**src/rtl/ex_latch_ctl.sv**
```systemverilog
// EX-latch sequencer: hold/load/bubble control, two-cycle spill issue, flush shadow, stats, MEM watchdog.
// Latency: control outputs are combinational from state and inputs; state updates on the next rising edge.
// Backpressure: mem_busy or the first half of a spill holds EX and RR; flush overrides everything.
module ex_latch_ctl #(
  parameter int unsigned SHADOW  = 1,
  parameter int unsigned TIMEOUT = 255
) (
  input  logic        clk,
  input  logic        rst,
  input  logic        ex_v,
  input  logic        ex_spill,
  input  logic        mem_busy,
  input  logic        flush,
  output logic        ex_stall,
  output logic        ex_inv,
  output logic        ex_vmask,
  output logic        rr_stall,
  output logic        mem_issue,
  output logic        spill_phase,
  output logic [15:0] stall_cnt,
  output logic [7:0]  flush_cnt,
  output logic        wdog_err
);

  logic        phase;
  logic [2:0]  shadow_ctr;
  logic [15:0] busy_ctr;
  logic        need2;
  logic        hold;
  logic        busy_inc;

  assign need2    = ex_v & ex_spill & ~phase;
  assign hold     = ex_v & (mem_busy | need2);
  assign busy_inc = ex_v & mem_busy & ~flush;

  // Decode latch controls: flush first, then wrong-path shadow, then normal hold/issue.
  always_comb begin
    ex_stall    = hold;
    ex_inv      = 1'b0;
    ex_vmask    = 1'b1;
    rr_stall    = hold;
    mem_issue   = ex_v & ~mem_busy;
    spill_phase = phase;
    if (flush) begin
      ex_inv      = 1'b1;
      ex_vmask    = 1'b0;
      ex_stall    = 1'b0;
      rr_stall    = 1'b0;
      mem_issue   = 1'b0;
      spill_phase = 1'b0;
    end else if (shadow_ctr != 3'd0) begin
      ex_vmask = 1'b0;
    end
  end

  // Spill phase and flush shadow sequencing; a flush restarts both.
  always_ff @(posedge clk or posedge rst) begin
    if (rst) begin
      phase      <= 1'b0;
      shadow_ctr <= 3'd0;
    end else if (flush) begin
      phase      <= 1'b0;
      shadow_ctr <= 3'(SHADOW);
    end else begin
      if (!mem_busy) begin
        if (need2)
          phase <= 1'b1;
        else if (phase)
          phase <= 1'b0;
      end
      if (shadow_ctr != 3'd0)
        shadow_ctr <= shadow_ctr - 3'd1;
    end
  end

  // Watchdog: count consecutive busy cycles with a live op; trip sticky error at TIMEOUT.
  always_ff @(posedge clk or posedge rst) begin
    if (rst) begin
      busy_ctr <= 16'd0;
      wdog_err <= 1'b0;
    end else if (busy_inc) begin
      if (busy_ctr != 16'hFFFF)
        busy_ctr <= busy_ctr + 16'd1;
      if (busy_ctr >= 16'(TIMEOUT - 1))
        wdog_err <= 1'b1;
    end else begin
      busy_ctr <= 16'd0;
    end
  end

  // Saturating statistics: genuine stall cycles and flush events.
  always_ff @(posedge clk or posedge rst) begin
    if (rst) begin
      stall_cnt <= 16'd0;
      flush_cnt <= 8'd0;
    end else begin
      if (ex_stall && !ex_inv && stall_cnt != 16'hFFFF)
        stall_cnt <= stall_cnt + 16'd1;
      if (flush && flush_cnt != 8'hFF)
        flush_cnt <= flush_cnt + 8'd1;
    end
  end

endmodule
```
**config.mk**
```make
export PLATFORM = sky130hd
export DESIGN_NAME = ex_latch_ctl
export DESIGN_NICKNAME = d
export VERILOG_FILES = /design/src/rtl/ex_latch_ctl.sv
export SDC_FILE = /design/constraint.sdc
export NUM_CORES = 1
export LEC_CHECK = 0
export CAP_MARGIN = 30
export CORE_MARGIN = 2
export CORE_UTILIZATION = 48
export DETAILED_ROUTE_END_ITERATION = 12
export GPL_TIMING_DRIVEN = 1
export PLACE_DENSITY = 0.75
export SETUP_SLACK_MARGIN = 0.02
export SLEW_MARGIN = 5
export SYNTH_ARGS = -nofsm -noshare
export SYNTH_HDL_FRONTEND = slang
export SYNTH_SLANG_ARGS = --single-unit
```
**constraint.sdc**
```tcl
create_clock -name clk -period 1.8 [get_ports clk]
set_clock_uncertainty 0.05 [all_clocks]
set_input_delay 0.27 -clock clk [delete_from_list [all_inputs] [get_ports clk]]
set_output_delay 0.27 -clock clk [all_outputs]
set_load 0.01 [all_outputs]
```
==> results <==
-- routing by layer --
layer	routed length, µm	global-route usage [%]
met2	2830	35.8
met4	82	8.89
met5	0	0
met1	2510	29.7
met3	163	4.47
-- worst max-delay path by stage --
stage	slack, ps	to	startpoint
after floorplan	0.6	stall_cnt[15]	stall_cnt[0]
final	80	stall_cnt[1]	stall_cnt[0]
after global routing	4	stall_cnt[12]	stall_cnt[0]
after global placement	-350	ex_stall	ex_v
after CTS	20	ex_vmask	shadow_ctr[1]
after detailed placement	-380	ex_stall	ex_v
-- worst max-delay path, delay by kind of cell, from the launching register on --
family | cells | cell delay (ps)
adders and majority gates | 1 | 200
and+or+nand+nor | 3 | 620
DFF | 1 | 400
muxes | 1 | 350
-- Yosys cell counts, drive strengths merged --
library cell / instances / area, µm²
ha: 6 / 75.1
o31ai: 7 / 52.6
nor3: 11 / 55.1
inv: 8 / 30.0
mux2: 2 / 22.5
and4b: 1 / 10.0
a211oi: 2 / 20.0
o2111ai: 3 / 26.3
nor4b: 2 / 17.5
nor4: 5 / 37.5
o211a: 1 / 10.0
nand2b: 1 / 6.26
xnor2: 2 / 17.5
buf: 4 / 25.0
nor2b: 5 / 31.3
a31oi: 2 / 12.5
and2: 2 / 12.5
a41oi: 1 / 8.76
or4: 6 / 45.0
nand2: 12 / 45.0
xor2: 21 / 184
or3: 2 / 12.5
and4: 7 / 62.6
nor3b: 2 / 15.0
a21o: 2 / 15.0
dfrtp: 45 / 1130
nor4bb: 1 / 10.0
and3: 4 / 25.0
o21ai: 5 / 25.0
o211ai: 3 / 22.5
nand3: 15 / 80.1
a21oi: 12 / 63.8
nand4: 9 / 62.6
nor2: 17 / 63.8
clkbuf: 5 / 20.0
-- placed cells by master (no fill, tap or decap), types with 3 or more instances in the layout --
| master | Yosys | layout |
|---|---|---|
| a21oi_1 | 11 | 10 |
| and3_1 | 4 | 4 |
| and4_1 | 6 | 4 |
| buf_4 | 2 | 40 |
| clkbuf_8 | 0 | 5 |
| clkdlybuf4s50_1 | 0 | 30 |
| dfrtp_1 | 45 | 45 |
| dlygate4sd2_1 | 0 | 3 |
| ha_1 | 6 | 3 |
| inv_1 | 8 | 7 |
| nand2_1 | 12 | 12 |
| nand3_1 | 14 | 13 |
| nand4_1 | 8 | 8 |
| nor2_1 | 17 | 16 |
| nor2b_1 | 5 | 4 |
| nor3_1 | 11 | 11 |
| nor4_1 | 4 | 3 |
| o211ai_1 | 3 | 3 |
| o21ai_0 | 3 | 3 |
| o31ai_1 | 7 | 7 |
| or4_1 | 6 | 4 |
| xor2_1 | 21 | 21 |
-- power breakdown --
part | switching [mW] | leakage (nW) | internal (mW) | total (mW)
sequential | 0.160 | 0.599 | 1.17 | 1.33
clock | 0.394 | 0.0591 | 0.424 | 0.818
combinational | 0.436 | 0.836 | 0.577 | 1.01
-- layout make-up --
cell class	count	area, µm²
clock buffer	5	68.8
clock inverter	3	47.5
fill	335	1430
inverter	8	30.0
multi-input combinational	171	1250
sequential	45	1130
tap	67	83.8
timing repair buffer	78	682
-- kinds of logic (layout without fill, tap and decap cells) --
kind of cell / count (synthesis) / after routing / synth area share, %
adders and majority gates: 6 / 6 / 3.20
DFF: 45 / 45 / 47.9
xor gates and xnor gates: 23 / 23 / 8.58
and+or+nand+nor: 102 / 102 / 25.2
AOI/OAI and AO/OA: 38 / 38 / 10.9
muxes: 2 / 2 / 0.959
buffers and inverters: 17 / 94 / 3.20
-- state kept, by name (all words and copies together), names as in the netlist --
| register | flops |
|---|---|
| busy_ctr | 16 |
| wdog_err | 1 |
| flush_cnt | 8 |
| shadow_ctr | 3 |
| phase | 1 |
| stall_cnt | 16 |
-- repair_timing --
action / 4_1_cts / 5_1_grt
buffers inserted: 2 / 3
setup endpoints to repair: 9 / 17
pin swaps: 0 / 2
resized for setup: 13 / 20
==> results.md <==
* Core area at 4720 µm²
* Setup TNS at 0 ps
* Reg-to-reg slack, setup at 80 ps
* Post-synth net total at 245
* Final WS setup at 78.8 ps
* Slew @ Worst Pin at 344 ps
* Post-DP Area at 3060 µm²
* Final hold slack at 236 ps
* Nets@finish at 321
* Max Fclk at 581 MHz
* Total track usage at 22.2%
* Mapped Cells at 233
* DRT iter0 DRCs at 165
* CTS hold repair buffers at 0
* Final Hold Vio Count at 0
* Seq/Total Area, Yosys at 47.9%
* Syn avg cell area at slightly above 10 µm²
* DRC errors left at 0
* Avg Vias per Cell at 5.59
* CTS Buffer Depth at 2
* Worst-Skew Late Latency at 310 ps
* # diodes at 0
* Die width at 73.9 µm
* Critical Path AT at 1880 ps
* Total power at between 3 and 4 mW
* Top Ports at 37
* Port Buf Inserts at 36
* Startpoint types: register
* Yosys cell types at 44
* Die Ht at 73.9 µm
* Leak at 1.49 nW
* Share of layout cells above drive strength 1 at 24.8%
* Reg clk slew, reported paths at 100 ps
* Area Growth Syn to Fin at 40.2%
* Max VDD drop at 718 µV
* Max Transition Viols Final at 0
* Fin cells at 377
* Syn. warnings at 0
* Final setup viols at 0
* CTS tree: yes
* Cell area after layout at 3290 µm²
* Worst Setup Path Type: register to register
* Critical Path, Cell by Cell: ha_2, and4_1, and4_2, nor2_2, mux2_2
* Post-DP HPWL at 3770 µm
* Req. time, crit path at 1960 ps
* Power density over cell area at 961 nW/µm²
* CTS Root Cell: clkbuf_8
* Largest net degree at the start of global routing at 46
* Crit. End Element: register
* Status: completed
* Slew HR at between 70% and 80%
* HP Class: primary input to asynchronous set/reset pin
* CP peak stage delay at 400 ps
* GPL Wtd Cong at 0.866
* Final wirelength at ~5600 µm
* H-tree levels at 2
* Initial antenna violation count at 0
* Pre-CTS WS at -377 ps
* Num CTS Buffers at 5
* First-pass GRT wire length at 9430 µm
* First-pass detailed-route iteration total at 4
* Max_cap viols at 0
* Minimum clock period at 1720 ps
* Yosys reg bits at 45
* RR Startpoint: stall_cnt[0]
* Final cycle utilization of the critical path at between 90% and 100%
* Worst r2r path cells at 5
* Number of cell rows at 25
* Reg-to-Reg End: stall_cnt[1]
* Vias post-DR at about 2.1k
* Clock sink count at 45
* RSZ-0062 raised after global routing: true
* Final ANT Viol Nets at 0
* CP Max Fanout at 11
* Drt wl/cell at 14.8 µm
* Die Area at 5470 µm²
* Crit-path slowest cell: dfrtp_1
* Initial core utilization at approximately half
* Finished Core Util at approximately 70%
* Vias in the first global route at 2090
* Gr ovfl total at 0
* Synth Cell Area at ~2300 µm²
* Cells after DPL at around 360
No activity file was read; power rests on OpenSTA's default activity.
